**config.mk**
```make
export PLATFORM = sky130hd
export DESIGN_NAME = dmem_arbiter_flat
export DESIGN_NICKNAME = d
export VERILOG_FILES = /design/src/rtl/dmem_arbiter_if.sv /design/src/rtl/dmem_arbiter.sv /design/src/flat_wrapper.sv
export SDC_FILE = /design/constraint.sdc
export NUM_CORES = 1
export LEC_CHECK = 0
export CORE_ASPECT_RATIO = 1.75
export CORE_UTILIZATION = 33
export CTS_BUF_LIST = sky130_fd_sc_hd__clkbuf_8
export DETAILED_ROUTE_END_ITERATION = 8
export GPL_TIMING_DRIVEN = 0
export PLACE_DENSITY_LB_ADDON = 0.08
export SKIP_LAST_GASP = 1
export SLEW_MARGIN = 0
export SYNTH_ARGS = -nofsm -noshare
export SYNTH_HDL_FRONTEND = slang
export SYNTH_SLANG_ARGS = --single-unit
```
**constraint.sdc**
```tcl
create_clock -name clk -period 5 [get_ports clk]
set_clock_uncertainty 0.1 [all_clocks]
set_input_delay 0.5 -clock clk [delete_from_list [all_inputs] [get_ports clk]]
set_output_delay 0.5 -clock clk [all_outputs]
set_load 0.05 [all_outputs]
```
**src/rtl/dmem_arbiter_if.sv**
```systemverilog
// dmem_arbiter_if: one requester's request/grant/read-return bundle
interface dmem_arbiter_if #(parameter int XW = 32, parameter int DW = 32);
    logic          req;
    logic          we;
    logic [XW-1:0] addr;
    logic [DW-1:0] wdata;
    logic          gnt;
    logic          rvalid;
    logic [DW-1:0] rdata;
    modport master (output req, we, addr, wdata, input gnt, rvalid, rdata);
    modport slave (input req, we, addr, wdata, output gnt, rvalid, rdata);
endinterface

```
**src/rtl/dmem_arbiter.sv**
```systemverilog
// dmem_arbiter: shares a single-port data memory between two requesters
module dmem_arbiter #(
    parameter int XW         = 32,
    parameter int DW         = 32,
    parameter int STARVE_MAX = 4
) (
    input  logic          clk,
    input  logic          rst_n,
    dmem_arbiter_if.slave m0,
    dmem_arbiter_if.slave m1,
    output logic [XW-1:0] mem_x,
    output logic          mem_we,
    output logic [DW-1:0] mem_din,
    input  logic [DW-1:0] mem_dout
);
    typedef enum logic [1:0] {IDLE, RD, WR, WREC} state_t;
    state_t     state;
    logic       owner;
    logic [3:0] starve;
    logic       open, g0, g1;
    assign open   = rst_n && state != WR;
    assign g1     = open && m1.req && (!m0.req || starve == 4'(STARVE_MAX));
    assign g0     = open && m0.req && !g1;
    assign m0.gnt = g0;
    assign m1.gnt = g1;
    assign mem_we = state == WR;
    // access FSM: latch the winner, force WREC after every WR, track port-1 starvation
    always_ff @(posedge clk) begin
        if (!rst_n) begin
            state   <= IDLE;
            owner   <= 1'b0;
            starve  <= 4'd0;
            mem_x   <= '0;
            mem_din <= '0;
        end else begin
            state  <= (g0 || g1) ? ((g1 ? m1.we : m0.we) ? WR : RD) : (state == WR ? WREC : IDLE);
            starve <= (m1.req && !g1) ? (starve == 4'(STARVE_MAX) ? starve : starve + 4'd1) : 4'd0;
            if (g0 || g1) begin
                owner   <= g1;
                mem_x   <= g1 ? m1.addr : m0.addr;
                mem_din <= g1 ? m1.wdata : m0.wdata;
            end
        end
    end
    // read return: capture memory output at the end of RD for the owning port only
    always_ff @(posedge clk) begin
        if (!rst_n) begin
            m0.rvalid <= 1'b0;
            m1.rvalid <= 1'b0;
            m0.rdata  <= '0;
            m1.rdata  <= '0;
        end else begin
            m0.rvalid <= state == RD && !owner;
            m1.rvalid <= state == RD && owner;
            if (state == RD && !owner) m0.rdata <= mem_dout;
            if (state == RD && owner) m1.rdata <= mem_dout;
        end
    end
endmodule
```
**src/flat_wrapper.sv**
```systemverilog
// flat-port wrapper written by rule: the top's interface ports become plain ports
module dmem_arbiter_flat 
#(
    parameter int XW         = 32,
    parameter int DW         = 32,
    parameter int STARVE_MAX = 4
)
  (clk, rst_n, mem_x, mem_we, mem_din, mem_dout, m0_req, m0_we, m0_addr, m0_wdata, m0_gnt, m0_rvalid, m0_rdata, m1_req, m1_we, m1_addr, m1_wdata, m1_gnt, m1_rvalid, m1_rdata);
  dmem_arbiter_if #(.XW(XW), .DW(DW)) m0_i ();
  dmem_arbiter_if #(.XW(XW), .DW(DW)) m1_i ();
  input  logic clk;
  input  logic rst_n;
  output logic [XW-1:0] mem_x;
  output logic mem_we;
  output logic [DW-1:0] mem_din;
  input  logic [DW-1:0] mem_dout;
  input wire logic [$bits(m0_i.req)-1:0] m0_req;
  input wire logic [$bits(m0_i.we)-1:0] m0_we;
  input wire logic [$bits(m0_i.addr)-1:0] m0_addr;
  input wire logic [$bits(m0_i.wdata)-1:0] m0_wdata;
  output wire logic [$bits(m0_i.gnt)-1:0] m0_gnt;
  output wire logic [$bits(m0_i.rvalid)-1:0] m0_rvalid;
  output wire logic [$bits(m0_i.rdata)-1:0] m0_rdata;
  input wire logic [$bits(m1_i.req)-1:0] m1_req;
  input wire logic [$bits(m1_i.we)-1:0] m1_we;
  input wire logic [$bits(m1_i.addr)-1:0] m1_addr;
  input wire logic [$bits(m1_i.wdata)-1:0] m1_wdata;
  output wire logic [$bits(m1_i.gnt)-1:0] m1_gnt;
  output wire logic [$bits(m1_i.rvalid)-1:0] m1_rvalid;
  output wire logic [$bits(m1_i.rdata)-1:0] m1_rdata;
  assign m0_i.req = m0_req;
  assign m0_i.we = m0_we;
  assign m0_i.addr = m0_addr;
  assign m0_i.wdata = m0_wdata;
  assign m0_gnt = m0_i.gnt;
  assign m0_rvalid = m0_i.rvalid;
  assign m0_rdata = m0_i.rdata;
  assign m1_i.req = m1_req;
  assign m1_i.we = m1_we;
  assign m1_i.addr = m1_addr;
  assign m1_i.wdata = m1_wdata;
  assign m1_gnt = m1_i.gnt;
  assign m1_rvalid = m1_i.rvalid;
  assign m1_rdata = m1_i.rdata;
  dmem_arbiter #(.XW(XW), .DW(DW), .STARVE_MAX(STARVE_MAX)) u_core (.clk(clk), .rst_n(rst_n), .m0(m0_i), .m1(m1_i), .mem_x(mem_x), .mem_we(mem_we), .mem_din(mem_din), .mem_dout(mem_dout));
endmodule
```
==> metrics.yaml, run 1 <==
routed_wl_um: 25000
required_ns: 4.40
swShare_pct: 37.2
drive_above_1_share_pct: 8.66
drt_iter0_markers: 315
clk_latency_ns: 0.45
cap_violations: 0
p_int_w: 0.00208
clkPwrFrac_pct: 28.0
cts_hold_buf: 0
post_cts_resize_count: 0
hpwl_um: 19000
cts_root_buffer: "clkbuf_8"
status: "finished, final reports clean"
worstPathArrival_ns: 3.07
slowest_stage: "clkdlybuf4s50_1"
slowest_delay_ns: 0.92
setup_ws_ns: 1.33
cts_buffers: 17
fillers: 1828
start_util_pct: 33.8
place_congestion: 0.819
timing.slew.headroom_pct: 52.8
yosys.area_share.simple_pct: 15.9
core_area_mm2: 0.0187
comb_power_share_pct: 34.2
layout_min_cycle_time_ns: 3.67
wl_per_cell_um: 19.2
maxSlewViolCount: 0
ios: 299
critPathBufInv: 5
fin_setup_tns_ns: 0
cts.sinks: 137
synthAdderAreaFrac_pct: 0.394
cts_tree: "yes"
synth_compound_area_share_pct: 31.2
synth_top_cell_by_area: "dfxtp_1"
grt_overflow: 0
syn_area_per_cell_um2: 8.66
vias_per_cell: 5.43
clk_pin_slew_ns: 0.08
dieArea_mm2: 0.0198
num_rows: 66
yosysWarnings: 0
seqPwrFrac_pct: 37.8
grt_max_degree: 17
grt_pass1_wl_um: 38400
syn_to_final_growth_pct: 57.8
synth_top_family_by_area: "compound AO/OA/AOI/OAI gates"
rsz0062_at_grt: "no"
ir_drop_uv: 168
ys_types: 39
crit_path_cell_trace: "clkdlybuf4s50_1, inv_2, buf_2, clkbuf_1, a2111oi_0, clkdlybuf4s50_1"
syn_inst: 733
critical_path_peak_fanout: 10
p_switching_w: 0.00123
crit_type: "in2out"
firstDrtPassIters: 5
synthTopCellsByArea: "dfxtp_1, a21oi_1, a2111oi_1, a2111oi_0, nand2_1"
synth-xor-area-share_pct: 0.276
final-hold-violation-count: 0
finalCritPeriodShare_pct: 73.3
synth_fp_nets: 901
netlist_area_mm2: 0.00634
synth_mux_area_share_pct: 0.158
drc_errors: 0
nets: 1217
portBuffers: 297
cp-start-kind: "input pin"
crit_family: "buffers and inverters"
grt_pass1_vias: 7117
hp-class: "reg2reg"
cts_setup_buffers: 0
vias: 7074
clockBufferDepth: 2
pre_cts_ws_ns: 1.34
detail-route-antenna-nets: 0
fmax_mhz: 273
antenna_found_initial: 2
yosysTopAreaCellShare_pct: 43.2
worst_pin_slew_ns: 0.706
cp-end-kind: "output port"
setup_viol: 0
dieWidth_um: 107
grt.total_usage_pct: 25.1
die-height_um: 185
h-tree-depth: 4
power_density_mw_per_mm2: 331
p_leak_nw: 3.25
ys_ff_latch: 137
seq_area_frac_synth_pct: 43.2
crit_top_cell: "clkdlybuf4s50_1"
total_power_w: 0.00331
[logic make-up after synthesis]
kind of cell             after synthesis
AO/OA/AOI/OAI                        270
buffers and inverters                108
XOR/XNOR                               2
flip-flops                           137
adder cells (fa/ha/maj)                2
AND/OR/NAND/NOR                      213
multiplexers                           1
[metal layers]
layer / share of wire, % / GRT usage, % / up-vias
li1: - / - / 3458
met1: 37 / 26.0 / 3271
met2: 54 / 46.7 / 298
met3: 6.3 / 5.95 / 47
met4: 3.1 / 11.7 / 0
met5: 0 / 0 / -
[through the flow]
step | hold WS, ns | instances | utilization (%) | instance area (µm²)
after floorplan | 0.378 | 733 | - | 6340
after global placement | 0.342 | 1268 | 51.3 | 9620
after detailed placement | 0.346 | 1268 | 51.3 | 9620
after CTS | 0.357 | 1300 | 53.4 | 10000
after global routing | 0.372 | 1302 | 53.4 | 10000
final | 0.354 | 1302 | 53.4 | 10000
[sequential cells by signal, summed over array words and instances (netlist names)]
register,count
u_core.m0.rdata,32
u_core.m0.rvalid,1
u_core.m1.rdata,32
u_core.m1.rvalid,1
u_core.mem_din,32
u_core.mem_x,32
u_core.owner,1
u_core.starve,4
u_core.state,2
[power by group through the flow]
stage	logic, W	clock network (W)	registers [W]
after floorplan	0.000344	0	0.00160
after global placement	0.00113	0	0.00127
after detailed placement	0.00113	0	0.00127
after CTS	0.00114	0.000958	0.00125
after global routing	0.00120	0.00100	0.00126
final	0.00113	0.000928	0.00125
[worst min-delay path: cells and delay by family (launching register included)]
kind            cells  cell delay (ns)
compound gates      1             0.05
flops               1             0.31
simple gates        1             0.05
[Yosys cell counts, drive strengths merged]
master / instances
a2111oi: 129
a211oi: 1
a21boi: 1
a21oi: 131
a32o: 1
and2: 2
and3b: 2
buf: 56
clkbuf: 46
dfxtp: 137
ha: 2
inv: 6
mux2i: 1
nand2: 129
nand2b: 1
nand3: 2
nand3b: 2
nand4: 1
nor2: 4
nor3: 3
nor3b: 1
nor4: 64
o2111ai: 1
o211ai: 3
o221ai: 1
o31ai: 1
o41ai: 1
or2: 1
or3b: 1
xnor2: 2
[placed cells by master, fill, tap and decap left out, drive strengths merged, types with 4 or more instances in the layout]
cell type and count:
nand2 129, clkdlybuf4s50 297, buf 56, nor2 4, clkbuf 64, dfxtp 137
nor4 64, inv 9, clkinv 5, clkinvlp 4, a2111oi 129, a21oi 131
[area by class of cell]
| cell class | count | area [µm²] | share of cell area, % |
|---|---|---|---|
| multi-input cells | 488 | 3040 | 30.4 |
| repair buffers | 297 | 2970 | 29.7 |
| well taps | 238 | 298 | 2.97 |
| plain buffers | 102 | 538 | 5.37 |
| clock buffers | 18 | 248 | 2.47 |
| diodes | 2 | 5.00 | 0.0500 |
| flip-flops and latches | 137 | 2740 | 27.4 |
| clock inverters | 14 | 145 | 1.45 |
| inverters | 6 | 25.0 | 0.250 |
[path summary, 6_finish.rpt]
kind / startpoint / to / slack [ns] / depth (start not counted)
setup / recovery: rst_n / m0_gnt / 1.33 / 6
hold / removal: u_core.m0.rdata[22]$_SDFFE_PN0P_ / u_core.m0.rdata[22]$_SDFFE_PN0P_ / 0.35 / 2
setup reg to reg: u_core.starve[0]$_SDFFE_PN0P_ / u_core.mem_din[8]$_SDFFE_PN0P_ / 2.70 / 7
hold reg to reg: u_core.m0.rdata[22]$_SDFFE_PN0P_ / u_core.m0.rdata[22]$_SDFFE_PN0P_ / 0.35 / 2
(Power assumes the default switching activity.)
==> run 2: changes to the inputs <==
==> constraint.sdc (replaced) <==
create_clock -name clk -period 3.5 [get_ports clk]
set_clock_uncertainty 0.1 [all_clocks]
set_input_delay 0.35 -clock clk [delete_from_list [all_inputs] [get_ports clk]]
set_output_delay 0.35 -clock clk [all_outputs]
set_load 0.05 [all_outputs]
==> run 2 against run 1 <==
Effect of this change:
- wire length shrank 0.87%
- total power grew 41%
- register-to-register slack lost 1.4 ns
- sequential power grew 43%
- die area is the same
- sequential cell count is the same
- worst hold slack gained 0.0025 ns
- combinational power grew 43%
==> metrics.yaml, run 2 (same netlist as run 1, synthesis figures left out) <==
nets: 1217  # unchanged
cp-end-kind: "output port"
grt_pass1_vias: 7202  # +1.2%
portBuffers: 297  # unchanged
grt_overflow: 0  # unchanged
detail-route-antenna-nets: 0  # unchanged
crit_top_cell: "clkdlybuf4s50_1"
wl_per_cell_um: 19.0  # -0.79%
grt_max_degree: 17  # unchanged
required_ns: 3.05  # -1.35 ns
dieArea_mm2: 0.0198  # unchanged
drt_iter0_markers: 302  # -4.1%
cts_hold_buf: 0  # unchanged
cp-start-kind: "input pin"
fin_setup_tns_ns: 0  # unchanged
slowest_stage: "clkdlybuf4s50_1"
drive_above_1_share_pct: 8.66  # unchanged
fillers: 1849  # +1.1%
critical_path_peak_fanout: 10  # unchanged
cts_setup_buffers: 0  # unchanged
dieWidth_um: 107  # unchanged
slowest_delay_ns: 0.91  # about the same
ios: 299  # unchanged
cts_buffers: 17  # unchanged
power_density_mw_per_mm2: 467  # +41%
cts.sinks: 137  # unchanged
crit_type: "in2out"
vias_per_cell: 5.42  # -0.16%
post_cts_resize_count: 0  # unchanged
critPathBufInv: 5  # unchanged
maxSlewViolCount: 0  # unchanged
hpwl_um: 18900  # -0.24%
fmax_mhz: 300
layout_min_cycle_time_ns: 3.34
clockBufferDepth: 2  # unchanged
antenna_found_initial: 1  # -1
final-hold-violation-count: 0  # unchanged
clk_pin_slew_ns: 0.08  # about the same
timing.slew.headroom_pct: 52.2  # -0.62 points
status: "finished, final reports clean"
worstPathArrival_ns: 2.89  # -0.18 ns
start_util_pct: 33.8  # unchanged
hp-class: "reg2reg"
grt_pass1_wl_um: 37700  # -1.7%
rsz0062_at_grt: "no"
crit_family: "buffers and inverters"
drc_errors: 0  # unchanged
routed_wl_um: 24700  # -0.87%
place_congestion: 0.818  # -0.13%
ir_drop_uv: 260  # +55%
die-height_um: 185  # unchanged
grt.total_usage_pct: 24.6  # -0.49 points
cap_violations: 0  # unchanged
num_rows: 66  # unchanged
total_power_w: 0.00467  # +41%
vias: 7057  # -0.24%
core_area_mm2: 0.0187  # unchanged
h-tree-depth: 4  # unchanged
finalCritPeriodShare_pct: 95.3
final_common_cell: "clkdlybuf4s50_1"
crit_path_cell_trace: "clkdlybuf4s50_1, inv_2, buf_2, clkbuf_1, a2111oi_1, clkdlybuf4s50_1"
worst_pin_slew_ns: 0.715  # +0.00926 ns
p_leak_nw: 3.25  # about the same
final_cell_mix: "clkdlybuf4s50_1, dfxtp_1, a21oi_1, nand2_1"
cts_root_buffer: "clkbuf_8"
cts_tree: "yes"
setup_viol: 0  # unchanged
clk_latency_ns: 0.44  # about the same
firstDrtPassIters: 5  # unchanged
syn_to_final_growth_pct: 57.5
==> run 2: per-layer routing <==
layer	GRT usage, %	part of all wire, %
met1	24.4	37
met4	12.5	3.7
met2	45.4	53
met5	0	0
met3	7.57	6.9
==> run 2: metrics by stage <==
stage | hold WS, ns | area (µm²) | setup slack, ns | utilization [%] | instances
finish | 0.357 | 10000 | 0.164 | 53.3 | 1301
CTS | 0.331 | 9990 | 0.145 | 53.3 | 1300
floorplan | 0.376 | 6350 | 0.290 | - | 733
global route | 0.341 | 10000 | 0.0266 | 53.3 | 1301
global placement | 0.340 | 9620 | 0.181 | 51.3 | 1268
detailed placement | 0.347 | 9620 | 0.161 | 51.3 | 1268
==> run 2: worst min-delay path, delay by kind of cell (launching register included) <==
kind	cells	cell delay (ns)
flip-flops	1	0.31
AND/OR/NAND/NOR	1	0.05
AO/OA/AOI/OAI	1	0.05
==> run 2: cell type report <==
class / instances / area, µm² / share of cell area [%]
diodes: 1 / 2.50 / 0.0250
plain buffers: 102 / 538 / 5.38
clock buffers: 18 / 248 / 2.48
clock inverters: 14 / 129 / 1.29
inverters: 6 / 25.0 / 0.250
multi-input cells: 488 / 3040 / 30.4
flip-flops and latches: 137 / 2740 / 27.4
well taps: 238 / 298 / 2.98
repair buffers: 297 / 2970 / 29.7
==> run 2: power breakdown <==
group	switching [W]	internal, W
logic	0.00101	0.000613
registers	0.0000814	0.00170
clock network	0.000723	0.000539
total	0.00181	0.00286
==> run 2: final timing paths <==
| kind | from | end | slack (ns) | cells after the start |
|---|---|---|---|---|
| worst min register to register | u_core.m1.rdata[2]$_SDFFE_PN0P_ | u_core.m1.rdata[2]$_SDFFE_PN0P_ | 0.36 | 2 |
| worst max-delay path | rst_n | m0_gnt | 0.16 | 6 |
| worst max register to register | u_core.starve[0]$_SDFFE_PN0P_ | u_core.mem_din[10]$_SDFFE_PN0P_ | 1.30 | 7 |
| worst min-delay path | u_core.m1.rdata[2]$_SDFFE_PN0P_ | u_core.m1.rdata[2]$_SDFFE_PN0P_ | 0.36 | 2 |
